$ cat src/rtl/db_thresh_gen_pkg.sv
// Shared constants and the stage-1 record for the deblocking threshold generator.
package db_thresh_gen_pkg;

  localparam int unsigned QP_MAX        = 51;
  localparam int unsigned ALPHA_IDX_MIN = 16;
  localparam int unsigned ALPHA_W       = 8;
  localparam int unsigned BETA_W        = 5;
  localparam int unsigned TC_W          = 5;
  localparam int unsigned IDX_W         = 6;

  localparam logic [2:0] BS_STRONG = 3'd4;

  typedef struct packed {
    logic [IDX_W-1:0] idx_a;
    logic [IDX_W-1:0] idx_b;
    logic [2:0]       bs;
    logic             chroma;
  } s1_t;

endpackage

$ cat src/rtl/db_thresh_gen_rom.sv
// Combinational alpha/beta/tc0 tables indexed by clipped indexA/indexB and bS.
module db_thresh_gen_rom
  import db_thresh_gen_pkg::*;
(
  input  logic [IDX_W-1:0]   idx_a_i,
  input  logic [IDX_W-1:0]   idx_b_i,
  input  logic [2:0]         bs_i,
  output logic [ALPHA_W-1:0] alpha_o,
  output logic [BETA_W-1:0]  beta_o,
  output logic [TC_W-1:0]    tc0_o
);

  // Packed {bS3, bS2, bS1} columns of the tc0 table.
  logic [3*TC_W-1:0] tc_row;

  always_comb begin
    alpha_o = '0;
    case (idx_a_i)
      6'd16, 6'd17: alpha_o = 8'd4;
      6'd18: alpha_o = 8'd5;     6'd19: alpha_o = 8'd6;     6'd20: alpha_o = 8'd7;
      6'd21: alpha_o = 8'd8;     6'd22: alpha_o = 8'd9;     6'd23: alpha_o = 8'd10;
      6'd24: alpha_o = 8'd12;    6'd25: alpha_o = 8'd13;    6'd26: alpha_o = 8'd15;
      6'd27: alpha_o = 8'd17;    6'd28: alpha_o = 8'd20;    6'd29: alpha_o = 8'd22;
      6'd30: alpha_o = 8'd25;    6'd31: alpha_o = 8'd28;    6'd32: alpha_o = 8'd32;
      6'd33: alpha_o = 8'd36;    6'd34: alpha_o = 8'd40;    6'd35: alpha_o = 8'd45;
      6'd36: alpha_o = 8'd50;    6'd37: alpha_o = 8'd56;    6'd38: alpha_o = 8'd63;
      6'd39: alpha_o = 8'd71;    6'd40: alpha_o = 8'd80;    6'd41: alpha_o = 8'd90;
      6'd42: alpha_o = 8'd101;   6'd43: alpha_o = 8'd113;   6'd44: alpha_o = 8'd127;
      6'd45: alpha_o = 8'd144;   6'd46: alpha_o = 8'd162;   6'd47: alpha_o = 8'd182;
      6'd48: alpha_o = 8'd203;   6'd49: alpha_o = 8'd226;
      6'd50, 6'd51: alpha_o = 8'd255;
      default: alpha_o = '0;
    endcase
  end

  always_comb begin
    beta_o = '0;
    case (idx_b_i)
      6'd16, 6'd17, 6'd18:        beta_o = 5'd2;
      6'd19, 6'd20, 6'd21, 6'd22: beta_o = 5'd3;
      6'd23, 6'd24, 6'd25:        beta_o = 5'd4;
      6'd26, 6'd27: beta_o = 5'd6;   6'd28, 6'd29: beta_o = 5'd7;
      6'd30, 6'd31: beta_o = 5'd8;   6'd32, 6'd33: beta_o = 5'd9;
      6'd34, 6'd35: beta_o = 5'd10;  6'd36, 6'd37: beta_o = 5'd11;
      6'd38, 6'd39: beta_o = 5'd12;  6'd40, 6'd41: beta_o = 5'd13;
      6'd42, 6'd43: beta_o = 5'd14;  6'd44, 6'd45: beta_o = 5'd15;
      6'd46, 6'd47: beta_o = 5'd16;  6'd48, 6'd49: beta_o = 5'd17;
      6'd50, 6'd51: beta_o = 5'd18;
      default: beta_o = '0;
    endcase
  end

  always_comb begin
    tc_row = '0;
    case (idx_a_i)
      6'd17, 6'd18, 6'd19, 6'd20: tc_row = {5'd1, 5'd0, 5'd0};
      6'd21, 6'd22:               tc_row = {5'd1, 5'd1, 5'd0};
      6'd23, 6'd24, 6'd25, 6'd26: tc_row = {5'd1, 5'd1, 5'd1};
      6'd27, 6'd28, 6'd29, 6'd30: tc_row = {5'd2, 5'd1, 5'd1};
      6'd31, 6'd32: tc_row = {5'd3, 5'd2, 5'd1};    6'd33: tc_row = {5'd3, 5'd2, 5'd2};
      6'd34: tc_row = {5'd4, 5'd2, 5'd2};           6'd35: tc_row = {5'd4, 5'd3, 5'd2};
      6'd36: tc_row = {5'd4, 5'd3, 5'd2};           6'd37: tc_row = {5'd5, 5'd3, 5'd3};
      6'd38: tc_row = {5'd6, 5'd4, 5'd3};           6'd39: tc_row = {5'd6, 5'd4, 5'd3};
      6'd40: tc_row = {5'd7, 5'd5, 5'd4};           6'd41: tc_row = {5'd8, 5'd5, 5'd4};
      6'd42: tc_row = {5'd9, 5'd6, 5'd4};           6'd43: tc_row = {5'd10, 5'd7, 5'd5};
      6'd44: tc_row = {5'd11, 5'd8, 5'd6};          6'd45: tc_row = {5'd13, 5'd8, 5'd6};
      6'd46: tc_row = {5'd14, 5'd10, 5'd7};         6'd47: tc_row = {5'd16, 5'd11, 5'd8};
      6'd48: tc_row = {5'd18, 5'd12, 5'd9};         6'd49: tc_row = {5'd20, 5'd13, 5'd10};
      6'd50: tc_row = {5'd23, 5'd15, 5'd11};        6'd51: tc_row = {5'd25, 5'd17, 5'd13};
      default: tc_row = '0;
    endcase
  end

  always_comb begin
    tc0_o = '0;
    case (bs_i)
      3'd1:    tc0_o = tc_row[TC_W-1:0];
      3'd2:    tc0_o = tc_row[2*TC_W-1:TC_W];
      3'd3:    tc0_o = tc_row[3*TC_W-1:2*TC_W];
      default: tc0_o = '0;
    endcase
  end

endmodule

$ cat src/rtl/db_thresh_gen.sv
// Two-stage valid/ready pipeline: index computation with clipping, then registered table lookup.
module db_thresh_gen
  import db_thresh_gen_pkg::*;
#(
  parameter int unsigned QP_W  = 6,
  parameter int unsigned OFS_W = 5,
  parameter int unsigned BS_W  = 3
) (
  input  logic             clk,
  input  logic             rst_n,
  input  logic             valid_i,
  output logic             ready_o,
  input  logic [QP_W-1:0]  qp_p_i,
  input  logic [QP_W-1:0]  qp_q_i,
  input  logic [OFS_W-1:0] alpha_ofs_i,
  input  logic [OFS_W-1:0] beta_ofs_i,
  input  logic [BS_W-1:0]  bs_i,
  input  logic             chroma_i,
  output logic             valid_o,
  input  logic             ready_i,
  output logic [7:0]       alpha_o,
  output logic [4:0]       beta_o,
  output logic [4:0]       tc0_o,
  output logic [4:0]       tc_c_o,
  output logic             strong_o,
  output logic             filt_en_o,
  output logic             chroma_o
);

  localparam logic signed [QP_W+1:0] QpMaxS = $signed((QP_W+2)'(QP_MAX));

  function automatic logic [IDX_W-1:0] clip_idx(input logic signed [QP_W+1:0] v);
    if (v[QP_W+1]) return '0;
    if (v > QpMaxS) return IDX_W'(QP_MAX);
    return v[IDX_W-1:0];
  endfunction

  logic [QP_W:0]          qp_sum;
  logic [QP_W-1:0]        qp_avg;
  logic signed [QP_W+1:0] sum_a, sum_b;
  s1_t                    s1_d, s1_q;
  logic                   s1_valid_q;
  logic                   s1_load, s2_load;

  logic [ALPHA_W-1:0] alpha_rom;
  logic [BETA_W-1:0]  beta_rom;
  logic [TC_W-1:0]    tc0_rom;
  logic [TC_W-1:0]    tc_c_d;
  logic               strong_d, filt_en_d;

  assign qp_sum = {1'b0, qp_p_i} + {1'b0, qp_q_i} + {{QP_W{1'b0}}, 1'b1};
  assign qp_avg = qp_sum[QP_W:1];
  assign sum_a  = $signed({2'b00, qp_avg})
                + $signed({{(QP_W+2-OFS_W){alpha_ofs_i[OFS_W-1]}}, alpha_ofs_i});
  assign sum_b  = $signed({2'b00, qp_avg})
                + $signed({{(QP_W+2-OFS_W){beta_ofs_i[OFS_W-1]}}, beta_ofs_i});

  always_comb begin
    s1_d.idx_a  = clip_idx(sum_a);
    s1_d.idx_b  = clip_idx(sum_b);
    // Illegal bS 5..7 behave as a strong edge.
    s1_d.bs     = (bs_i > BS_W'(4)) ? BS_STRONG : bs_i[2:0];
    s1_d.chroma = chroma_i;
  end

  assign s2_load = !valid_o | ready_i;
  assign s1_load = !s1_valid_q | s2_load;
  assign ready_o = s1_load;

  always_ff @(posedge clk or negedge rst_n) begin
    if (!rst_n) begin
      s1_valid_q <= 1'b0;
      s1_q       <= '0;
    end else if (s1_load) begin
      s1_valid_q <= valid_i;
      if (valid_i) s1_q <= s1_d;
    end
  end

  db_thresh_gen_rom u_rom (
    .idx_a_i (s1_q.idx_a),
    .idx_b_i (s1_q.idx_b),
    .bs_i    (s1_q.bs),
    .alpha_o (alpha_rom),
    .beta_o  (beta_rom),
    .tc0_o   (tc0_rom)
  );

  always_comb begin
    tc_c_d    = (s1_q.bs != 3'd0 && s1_q.bs != BS_STRONG) ? tc0_rom + TC_W'(1) : '0;
    strong_d  = (s1_q.bs == BS_STRONG);
    filt_en_d = (s1_q.bs != 3'd0) && (s1_q.idx_a >= IDX_W'(ALPHA_IDX_MIN));
  end

  always_ff @(posedge clk or negedge rst_n) begin
    if (!rst_n) begin
      valid_o   <= 1'b0;
      alpha_o   <= '0;
      beta_o    <= '0;
      tc0_o     <= '0;
      tc_c_o    <= '0;
      strong_o  <= 1'b0;
      filt_en_o <= 1'b0;
      chroma_o  <= 1'b0;
    end else if (s2_load) begin
      valid_o <= s1_valid_q;
      if (s1_valid_q) begin
        alpha_o   <= alpha_rom;
        beta_o    <= beta_rom;
        tc0_o     <= tc0_rom;
        tc_c_o    <= tc_c_d;
        strong_o  <= strong_d;
        filt_en_o <= filt_en_d;
        chroma_o  <= s1_q.chroma;
      end
    end
  end

endmodule

$ cat config.mk
export PLATFORM = sky130hd
export DESIGN_NAME = db_thresh_gen
export DESIGN_NICKNAME = d
export VERILOG_FILES = /design/src/rtl/db_thresh_gen_pkg.sv /design/src/rtl/db_thresh_gen_rom.sv /design/src/rtl/db_thresh_gen.sv
export SDC_FILE = /design/constraint.sdc
export NUM_CORES = 1
export LEC_CHECK = 0
export CORE_UTILIZATION = 50
export CTS_CLUSTER_DIAMETER = 60
export CTS_CLUSTER_SIZE = 40
export DETAILED_ROUTE_END_ITERATION = 7
export PLACE_DENSITY = 0.85
export SLEW_MARGIN = 15
export SYNTH_ARGS = -nofsm -noshare
export SYNTH_HDL_FRONTEND = slang
export SYNTH_HIERARCHICAL = 1
export SYNTH_SLANG_ARGS = --single-unit
$ cat constraint.sdc
create_clock -name clk -period 3.6 [get_ports clk]
set_input_delay 0.72 -clock clk [delete_from_list [all_inputs] [get_ports clk]]
set_output_delay 0.72 -clock clk [all_outputs]
set_load 0.02 [all_outputs]
======== Word-level counts from Yosys, hierarchy flattened ========
Memories as Yosys holds them, arrays and structs flattened. A register that Yosys moved wholly into a read port is not among the register bits.
Cells that the tools add are included.
operators by class
  add/subtract/negate cells ............... 5
  $lt $le $gt $ge ......................... 4
  equality and inequality tests ........... 5
  mux-type cells .......................... 17
  bitwise gates (word level) .............. 2
  reduce and logical (&&, ||, !) cells .... 9
operator list
  kind                   count
  $mux W6                8
  $add A7 B5 Y8          2
  $gt A8 B7 Y1 const B   2
  $pmux W5 S3            1
  $add A6 B6 Y7          1
  $add A7 B1 Y7 const B  1
  $eq A3 B2 Y1 const B   2
  $ge A6 B5 Y1 const B   1
  $mux W1                6
  $add A5 B1 Y5 const B  1
  $mux W5                1
  $logic_not A1 Y1       4
  $reduce_and A2 Y1      2
  $eq A3 B1 Y1 const B   1
  $eq A3 B3 Y1 const B   1
  $gt A3 B3 Y1 const B   1
  $mux W3                1
  $ne A3 B3 Y1 const B   1
  $reduce_bool A3 Y1     1
  $logic_and A1 B1 Y1    2
  $or A1 B1 Y1           2
storage, ports and cells
  register bits ........................... 31
  memory bits (read-only) ................. 1728
  bits of input ports ..................... 30
  output and inout port bits .............. 28
  word-level logic and storage cells ...... 56
  memories kept ........................... 3
memories
  memory            depth  width  rd ports  clocked after Yosys merged registers in  wr ports  RTL line                 text
  (name not given)  64     14     1         0                                        0         db_thresh_gen_rom.sv:55  case (idx_a_i)
  (name not given)  64     8      1         1                                        0         db_thresh_gen_rom.sv:18  case (idx_a_i)
  (name not given)  64     5      1         1                                        0         db_thresh_gen_rom.sv:38  case (idx_b_i)

======== Logic depth before layout (Yosys ltp) ========
  depth in word-level cells ............... 8
  depth in mapped cells ................... 15
  mapped depth without buffers ............ 15

======== Modules after synthesis ========
Netlist, hierarchy kept.
modules (own cells, without submodules)
  module             instances  cells an instance  area each (um^2)  seq. area each (um^2)
  db_thresh_gen      1          244                2628.8            1101.1
  db_thresh_gen_rom  1          210                1323.8            0.0

======== Worst setup path before layout ========
No wires, ideal clock.
  path kind ............................... input -> register
  from .................................... input qp_q_i[0]
  to ...................................... register s1_q[13] in the netlist's numbering
  setup time .............................. 66 ps
  arrival ................................. 3476 ps
  required time ........................... 3534 ps
  path slack .............................. 58 ps
  cell stages on the path ................. 10
  buffers on the path ..................... 0
  path through ............................ or2_2 fa_1 ha_1 fa_1 a21o_2 a21oi_2 o21ai_1 or3_1 a211oi_2 a32o_2
between the ends
  longest elaborated chain between the ends .. 8
  elaborated cells on any way between the ends .. 10
  classes of those cells .................. add/sub (3); order compare (1); mux (6)
RTL lines
  element               RTL line             text
  from (decl)           db_thresh_gen.sv:14  input logic [QP_W-1:0] qp_q_i,
  $add A6 B6 Y7 *       db_thresh_gen.sv:51  assign qp_sum = {1'b0, qp_p_i} + {1'b0, qp_q_i} + {{QP_W{1'b0}}, 1'b1};
  $add A7 B1 Y7 *       db_thresh_gen.sv:51
  $add A7 B5 Y8 *       db_thresh_gen.sv:54  + $signed({{(QP_W+2-OFS_W){alpha_ofs_i[OFS_W-1]}}, alpha_ofs_i});
  $gt A8 B7 Y1          db_thresh_gen.sv:34  if (v > QpMaxS) return IDX_W'(QP_MAX);
  $mux W1 (2 in a row)  db_thresh_gen.sv:34
  $mux W6               db_thresh_gen.sv:35  return v[IDX_W-1:0];
  $mux W6 *             db_thresh_gen.sv:34
  to (signal assigned)  db_thresh_gen.sv:73  s1_q <= '0;
  to (signal assigned)  db_thresh_gen.sv:76  if (valid_i) s1_q <= s1_d;
  to (decl)             db_thresh_gen.sv:41  s1_t s1_d, s1_q;
Mark *: on every way between the ends. The rest lies on a longest branch, timed or not. The select of a mux whose other input is x is not followed.
A chain may end at the register's enable or synchronous reset.

======== Worst setup path after layout ========
  from .................................... input qp_p_i[2]
  to ...................................... register s1_q[13] in the netlist's numbering
between the ends
  longest elaborated chain between the ends .. 8
  elaborated cells on any way between the ends .. 10
  classes of those cells .................. add/sub (3); order compare (1); mux (6)
RTL lines
  element               RTL line             text
  from (decl)           db_thresh_gen.sv:13  input logic [QP_W-1:0] qp_p_i,
  $add A6 B6 Y7 *       db_thresh_gen.sv:51
  $add A7 B1 Y7 *       db_thresh_gen.sv:51
  $add A7 B5 Y8 *       db_thresh_gen.sv:54
  $gt A8 B7 Y1          db_thresh_gen.sv:34
  $mux W1 (2 in a row)  db_thresh_gen.sv:34
  $mux W6               db_thresh_gen.sv:35
  $mux W6 *             db_thresh_gen.sv:34
Marked as above.

==> run_results.csv <==
group,metric,value,unit
yosys,synthCells,454,
yosys,yosysUniqueCellTypes,67,
run_status,status,"finished, final reports clean",
detailed_routing,first_pass_iters,6,
clocking,cts_buffers,5,
sta,finalCritPeriodShare,95.5,%
worst_setup_path,r2r_cells,10,
detailed_routing,totalWireLength,10.6,mm
worst_setup_path,cp_num_cells,13,
sta,fmax,0.291,GHz
cells_and_area,drive_gt1_share,22.8,%
power,swShare,43.6,%
sta,timing.max_slew.rel_slack,36.2,%
worst_setup_path,crit_start,"qp_p_i[2]",
yosys,ys_ff_latch,44,
job,cap_violations,0,
clocking,cts_tree,"done",
cells_and_area,layout_commonest_cell,"nand2_1",
clocking,numClockSinks,44,
worst_setup_path,critPathBufInv,1,
die,start_util,51.4,%
cells_and_area,areaGrowthSynthToFinish,32.2,%
clocking,root_buffer,"clkbuf_8",
yosys,synthFlopType,"dfrtp_1",
detailed_routing,drc,0,
placement,hpwlAfterDp,7.57,mm
clocking,clk_pin_slew,90,ps
clocking,clock_latency,310,ps
sta,hold_violations,0,
die,fp.dieH,90.9,um
cells_and_area,final_nets,610,
worst_setup_path,reg2reg_from,"s1_q[11]$_DFFE_PN0P_",
power,p_int,1.63,mW
worst_setup_path,arrival,3690,ps
detailed_routing,avgViaCountPerCell,6.00,
worst_setup_path,cp-start-kind,"input pin",
placement,gp_congestion,0.924,
power,p_seq_share,26.5,%
clocking,cts_max_path_buffers,2,
yosys,synthTopCellsByArea,"dfrtp_1, ha_1, mux2_2",
grt,grt_pass1_wl,17.3,mm
cells_and_area,n_antenna_cell,0,
sta,rsz0062_at_grt,"no",
grt,grt-ovfl-total,0,
power,pwr-share-clk,13.7,%
grt,grt_usage,25.4,%
min_path,min_path_cells,2,
power,finalPower,2.89,mW
die,dieArea,0.00826,mm^2
worst_setup_path,crit_slowest_cell,"clkdlybuf4s50_1",
yosys,avgSynthCellArea,8.71,um^2
detailed_routing,num_vias,3845,
yosys,synth_top_area_cell,"dfrtp_1",
power,switchingPower,1.26,mW
sta,finClkSkew,13.4,ps
sta,tns,0,ps
min_path,hp-start,"tc_c_o[4]$_DFFE_PN0P_",
detailed_routing,drtIter0Drc,336,
power,p_leak,2.29,nW
worst_setup_path,path_cells,"clkdlybuf4s50_1 -> ha_4 -> a21oi_2 -> o21bai_1 -> a21oi_1 -> xnor2_1 -> ha_1 -> a21o_4 -> a31oi_4 -> o21bai_4 -> or3_4 -> a211oi_4 -> a32o_2",
sta,finalMaxSlewViolations,0,
clocking,h-tree-depth,2,
die,die_w,90.9,um
worst_setup_path,path_delay_family,"compound AO/OA/AOI/OAI gates",
yosys,synth_edf_count,0,
min_path,hp-class,"flop to flop",
sta,worst_pin_slew,958,ps
yosys,seq_area_frac_synth,27.9,%
grt,grt_max_degree,45,
yosys,yosysWarnings,6,
die,core,0.00769,mm^2
worst_setup_path,worst_ep_required_time,3850,ps
die,ios,58,
detailed_routing,drt.antenna.violating_nets,0,
sta,whs,488,ps
power,power_frac_comb,59.8,%
yosys,synth_area,0.00395,mm^2
worst_setup_path,crit_path_max_fanout,3,
yosys,yosysTopAreaCellShare,27.9,%
worst_setup_path,cp-end-kind,"flop",
grt,grt_pass1_vias,3726,
power,ir_drop,0.000224,V
yosys,syn-num-nets,526,
power,power.density,553,mW/mm^2
grt,antenna_found_initial,0,
sta,setup_violations,0,
worst_setup_path,crit_type,"input pin to flop",
sta,min_period,3440,ps
detailed_routing,wl_per_cell,16.5,um
worst_setup_path,slowest_delay,510,ps
cells_and_area,layout_common_cells,"nand2_1, clkdlybuf4s50_1, dfrtp_1, buf_4",
die,rows,32,
placement,io_buffers,57,
yosys,async_flop_share,100,%
[cells in the mapped netlist, types with 2 or more instances]
cell / number
o211ai_1: 8
o311ai_0: 2
clkbuf_1: 10
a31oi_1: 4
nand3_1: 10
inv_1: 18
o21a_1: 3
xor2_1: 7
nor2b_1: 16
o21ai_0: 36
buf_1: 2
nor3b_1: 5
or2_2: 4
buf_2: 8
mux2i_1: 2
dfrtp_1: 44
or3_1: 4
o21ai_1: 4
nor2_1: 16
a21o_2: 2
a22o_1: 4
nand3b_1: 2
a21o_1: 10
o2bb2ai_1: 2
nor3_1: 4
a32oi_1: 2
buf_4: 3
o22ai_1: 3
a32o_1: 3
mux2_2: 21
o31ai_1: 2
xnor2_1: 12
fa_1: 3
a311oi_1: 2
nand2b_1: 9
a211oi_1: 6
o21bai_1: 2
nand2_1: 55
ha_1: 39
and3_1: 2
a21oi_1: 37
[stage by stage]
stage | instances | setup WS [ps] | utilization (%) | area, um^2
5_1_grt | 641 | 3.85 | 68.0 | 5220
6_report | 641 | 161 | 68.0 | 5220
3_3_place_gp | 629 | -382 | 62.8 | 4830
3_5_place_dp | 629 | -528 | 62.8 | 4830
2_1_floorplan | 454 | 57.7 | - | 3950
4_1_cts | 641 | 2.69 | 65.8 | 5060
[power by group through the flow]
stage,logic [mW],clock network [mW],registers [mW]
after floorplan,0.982,0,0.796
after global placement,1.52,0,0.761
after detailed placement,1.56,0,0.773
after CTS,1.62,0.397,0.763
after global routing,1.87,0.414,0.792
final,1.73,0.394,0.766
[path summary, 6_finish.rpt]
| path | to | slack, ps |
|---|---|---|
| max | s1_q[13]$_DFFE_PN0P_ | 160 |
| min | tc_c_o[4]$_DFFE_PN0P_ | 490 |
| max reg2reg | tc_c_o[4]$_DFFE_PN0P_ | 760 |
| min reg2reg | tc_c_o[4]$_DFFE_PN0P_ | 490 |
| max in group asynchronous | beta_o[2]$_DFFE_PN0P_ | 2450 |
| min in group asynchronous | tc0_o[4]$_DFFE_PN0P_ | 560 |
[what timing repair did]
action | in CTS | in global routing
buffers inserted | 4 | 0
hold buffers | 0 | 0
setup endpoints to repair | 11 | 12
endpoints found under the hold margin | 0 | 0
resized for setup | 20 | 31
pin swaps | 16 | 28
[flip-flops by register name, summed over array words and instances (netlist names)]
register    flops
beta_o          5
tc_c_o          5
valid_o         1
chroma_o        1
strong_o        1
filt_en_o       1
s1_q           16
alpha_o         8
s1_valid_q      1
tc0_o           5
[per-layer routing]
metal,track usage (%),wire [um],vias to the layer above
met1,31.1,4290,1829
met4,9.26,213,0
met3,3.62,680,23
met5,0,0,-
li1,-,-,1799
met2,45.1,5380,194
[worst min-delay path: cells and delay by family, from the launching register on]
kind / cells / cell delay, ps
AND/OR/NAND/NOR: 1 / 50
flip-flops: 1 / 350
AO/OA/AOI/OAI: 1 / 60
[logic make-up after synthesis]
kind of cell             share of synthesized area, %
adder cells (fa/ha/maj)                          13.9
multiplexers                                     7.06
buffers and inverters                            4.72
AND/OR/NAND/NOR                                  16.6
AO/OA/AOI/OAI                                    25.7
XOR/XNOR                                         4.21
flip-flops                                       27.9
[layout make-up]
type                            count  area (um^2)
Sequential cell                    44         1100
Tap cell                          102          128
Fill cell                         582         2460
Timing Repair Buffer              101          910
Clock inverter                      3         46.3
Inverter                           18         67.6
Multi-Input combinational cell    368         2900
Clock buffer                        5         68.8
No activity file was read; power rests on OpenSTA's default activity.
==> RTL change 1 (config.mk and constraints unchanged) <==
Make the reset (`rst_n`) synchronous in 2 clocked blocks.
--- a/src/rtl/db_thresh_gen.sv
+++ b/src/rtl/db_thresh_gen.sv
@@ -67,7 +67,7 @@
   assign s1_load = !s1_valid_q | s2_load;
   assign ready_o = s1_load;
 
-  always_ff @(posedge clk or negedge rst_n) begin
+  always_ff @(posedge clk) begin
     if (!rst_n) begin
       s1_valid_q <= 1'b0;
       s1_q       <= '0;
@@ -92,7 +92,7 @@
     filt_en_d = (s1_q.bs != 3'd0) && (s1_q.idx_a >= IDX_W'(ALPHA_IDX_MIN));
   end
 
-  always_ff @(posedge clk or negedge rst_n) begin
+  always_ff @(posedge clk) begin
     if (!rst_n) begin
       valid_o   <= 1'b0;
       alpha_o   <= '0;
Behaviour: differs if rst_n is asserted again (counterexample within 4 cycles, from zero or initial values and one cycle with rst_n low); with rst_n held inactive, the same outputs for 4 cycles.
==> RTL change 1 against the unedited design <==
Synthesized cell count rose by 20%. Clock power is 3% higher. Power shrank 27%. Area after synthesis is 4.8% higher. Worst hold slack lost 22 ps. Sequential cell count did not move. Setup slack worse by 67 ps. Cell area increased by 3.1%. Die area grew 4.7%. Wire length increased by 11%. Sequential share of layout area is 4.7 points lower. Final cell count is 13% higher. Largest power group unchanged.
==> RTL change 1: results <==
metrics = {
    "worst_setup_path": {
        "startpoint": "qp_p_i[0]",
        "cp_slowest_cell": "a211o_2",
        "reg2reg_from": "s1_q[12]",
        "critical_path_arrival_ps": 3710,
        "cp_max_fo": 4,
        "cpPeakStageDelay_ps": 380,
    },
    "pwr": {
        "p_leak_uw": 0.002110,
        "vdd_drop_max_uv": 211.8,
        "p_sw_share_pct": 39.72,
    },
    "clock_tree": {
        "cts_max_level": 2,
        "clk_path_buf_depth": 2,
        "cts_root_buffer": "clkbuf_8",
        "clock_latency_ps": 300,
        "clk_pin_slew_ps": 90,
        "cts_made_buffers": 5,
    },
    "drt": {
        "first_pass_iters": 5,
        "drt-total-wl_um": 11710,
        "vias": 4344,
        "drtIter0Drc": 349,
        "drcViolationCount": 0,
    },
    "yosys": {
        "synth_warnings": 6,
        "async_flop_share_pct": 0,
        "ys_types": 73,
        "syn_nets": 617,
        "yosysSeqAreaShare_pct": 21.26,
        "synth.top_cells.by_area": "dfxtp_1, ha_1, nand2_1",
        "ys_top_cells_by_count": "nand2_1, dfxtp_1, ha_1, a21oi_1, a21boi_0",
    },
    "cells_and_area": {
        "nets": 695,
        "drive_gt1_share_pct": 16.00,
        "top_regs": "s1_q x16, alpha_o x8",
        "antenna_cells": 0,
    },
    "global_routing": {
        "antenna_found_initial": 0,
        "grt_start_max_net_pins": 49,
        "grtUsageTotal_pct": 27.79,
        "grt_pass1_wl_um": 19740,
    },
    "sta": {
        "hold_viol": 0,
        "finClkSkew_ps": 11.05,
        "worst_pin_slew_ps": 901.7,
        "finalSetupTns_ps": 0,
    },
    "placement": {
        "io_buffers": 57,
        "place_congestion": 0.9358,
        "post-dp-hpwl_um": 8333,
        "placedInstanceArea_um2": 5002,
    },
    "hold_path": {
        "worstHoldPathType": "reg -> reg",
        "hold_path_startpoint": "chroma_o",
    },
    "status": {
        "outcome": "completed",
    },
    "run": {
        "max_cap_violations": 0,
    },
}
[RTL change 1: cell count changes after synthesis, sizes merged, moves of 7 or more]
cell    change
dfrtp      -44
dfxtp      +44
nand2      +38
a21boi     +28
mux2       -20
clkbuf     +13
o21ai      -11
nand3       +9
nor2        +7
[RTL change 1: cells by family (layout without fill, tap and decap cells)]
logic type / Yosys count / count (layout) / synth area share [%]
DFF: 44 / 44 / 21.26
AOI/OAI and AO/OA: 173 / 173 / 29.48
and+or+nand+nor: 209 / 209 / 24.59
buffers and inverters: 52 / 131 / 5.436
xor gates and xnor gates: 21 / 21 / 4.440
adders and majority gates: 41 / 41 / 12.93
muxes: 6 / 6 / 1.872
[RTL change 1: worst max-delay path, delay by kind of cell]
family                     cells  cell delay [ps]
buffers and inverters          1              230
and+or+nand+nor                3              500
adders and majority gates      2              680
xor gates and xnor gates       1              160
AOI/OAI and AO/OA              6             1410
[RTL change 1: routing by layer]
layer / track usage (%) / part of all wire, % / wire length [um]
met1: 32.42 / 40 / 4736
met4: 11.79 / 3.4 / 397
met5: 0 / 0 / 0
met2: 50.49 / 51 / 5922
met3: 3.821 / 5.5 / 649
[RTL change 1: repair_timing]
action	4_1_cts	5_1_grt
buffers inserted	4	2
resized for setup	28	15
endpoints found under the setup margin	12	12
hold buffers	0	0
pin swaps	15	11
[RTL change 1: power by group through the flow]
| stage | Clock (uW) | Combinational (uW) | Sequential, uW |
|---|---|---|---|
| after floorplan | 0 | 659 | 565 |
| after global placement | 0 | 937 | 581 |
| after detailed placement | 0 | 968 | 584 |
| after CTS | 410 | 1050 | 573 |
| after global routing | 430 | 1230 | 582 |
| final | 404 | 1130 | 574 |
[RTL change 1: layout make-up]
cell class,instances,area (um2)
Timing Repair Buffer,106,940.9
Clock inverter,2,38.79
Fill cell,643,2504
Clock buffer,6,82.58
Tap cell,102,127.6
Inverter,17,63.81
Sequential cell,44,880.8
Multi-Input combinational cell,450,3249
[RTL change 1: final timing paths]
kind / end / slack (ps) / cells after the start
max: s1_q[6] / 90 / 13
min: chroma_o / 470 / 2
max reg2reg: tc_c_o[4] / 690 / 11
min reg2reg: chroma_o / 470 / 2
[RTL change 1: through the flow]
stage	util (%)	std cells	hold slack [ps]	setup slack, ps	total power (uW)
2_1_floorplan	-	546	441.2	36.79	1224
3_3_place_gp	63.42	713	451.2	-383.8	1517
3_5_place_dp	63.42	713	459.2	-570.3	1553
4_1_cts	67.18	725	471.3	10.48	2036
5_1_grt	68.26	727	487.0	-6.863	2241
6_report	68.26	727	466.1	94.16	2112
==> RTL change 2 (config.mk and constraints unchanged) <==
Made on the original files. Change the package constant `QP_MAX` from 51 to 38.
--- a/src/rtl/db_thresh_gen_pkg.sv
+++ b/src/rtl/db_thresh_gen_pkg.sv
@@ -1,7 +1,7 @@
 // Shared constants and the stage-1 record for the deblocking threshold generator.
 package db_thresh_gen_pkg;
 
-  localparam int unsigned QP_MAX        = 51;
+  localparam int unsigned QP_MAX        = 38;
   localparam int unsigned ALPHA_IDX_MIN = 16;
   localparam int unsigned ALPHA_W       = 8;
   localparam int unsigned BETA_W        = 5;
Behaviour: not the same (a bounded check fails within 4 cycles, from zero or initial values and one cycle with rst_n low).
==> RTL change 2 against the unedited design <==
Power fell by 1.2%. Cell area is 0.96% higher. Clock power rose by 4%. Clock skew grew 5.3 ps. Combinational power decreased by 3%. Non-clock buffer count is 1 lower. Critical endpoint is now s1_q[4]. Wire length rose by 1.6%. Area after synthesis increased by 1.7%. Worst hold slack better by 6.1 ps. Setup slack got worse by 140 ps. Die area rose by 1.6%. Sequential cell count unchanged.
==> RTL change 2: results <==
metrics = {
    "placement": {
        "dp.cells": 633,
        "placedInstanceArea_um2": 4847,
        "place_congestion": 0.9566,
        "post-dp-hpwl_um": 7510,
    },
    "status": {
        "outcome": "completed",
    },
    "sta": {
        "finClkSkew_ps": 18.69,
        "slew_headroom_pct": 37.11,
        "fmax_mhz": 279.6,
    },
    "pwr": {
        "vdd_drop_max_uv": 201.1,
        "p_leak_uw": 0.002323,
    },
    "worst_setup_path": {
        "r2r-end": "tc_c_o[4]",
        "r2r_slack_ps": 700,
        "cp_max_fo": 4,
        "critical_path_arrival_ps": 3820,
    },
    "drt": {
        "highest_layer": "met4",
        "m1WireLength_um": 4308,
        "dr_wl_met2_um": 5500,
        "via_per_inst": 6.022,
        "drtIter0Drc": 359,
        "first_pass_iters": 5,
        "dr_wl_met3_um": 604,
        "post_drt_wl_per_cell_um": 16.54,
    },
    "cells_and_area": {
        "drive_gt1_share_pct": 21.57,
        "nets": 618,
        "stdcell_count": 649,
    },
    "yosys": {
        "synth_compound_area_share_pct": 24.13,
        "ys_top_cells_by_count": "nand2_1, dfrtp_1, ha_1, o21ai_0, a21oi_1",
        "synth.top_cells.by_area": "dfrtp_1, ha_1, mux2_2",
        "synth_mux_area_share_pct": 6.912,
        "synthAdderAreaFrac_pct": 13.64,
        "synth-xor-area-share_pct": 3.487,
        "syn_nets": 535,
        "ys_types": 70,
        "yosysSeqAreaShare_pct": 27.40,
        "syn_inst": 463,
    },
    "global_routing": {
        "gr-usage-met3_pct": 2.902,
        "use_met2_pct": 44.55,
        "grt_pass1_vias": 3695,
        "grt_pass1_wl_um": 16900,
        "grtUsageTotal_pct": 24.83,
        "met1_usage_pct": 30.10,
    },
    "hold_path": {
        "whs_endpoint": "s1_q[0]",
    },
}
## RTL change 2: cell types whose count changed after synthesis, moves of 3 or more
cell      delta
a21oi_1      -8
nand2_1      +5
a21o_1       -4
nand3_1      +4
a211oi_1     +3
inv_1        +3
nand3b_1     +3
nor2_1       +3
o31ai_1      +3
## RTL change 2: repair_timing
action                                  4_1_cts  5_1_grt
gates cloned                                  0        0
gates resized for setup                      14       28
pin swaps                                     7       32
endpoints found under the setup margin       11       12
setup buffers                                 3        5
## RTL change 2: power breakdown
group          leakage (uW)  switching, uW  total (uW)  internal [uW]
sequential         0.000576            161         767            606
combinational       0.00169            881        1680            795
clock             0.0000614            182         409            227
## RTL change 2: layout make-up
class / count / area, um2
multi-input cells: 374 / 2947
fillers: 627 / 2494
flip-flops and latches: 44 / 1101
repair buffers: 100 / 898.4
well taps: 102 / 127.6
clock buffers: 6 / 82.58
inverters: 21 / 78.83
clock inverters: 2 / 38.79
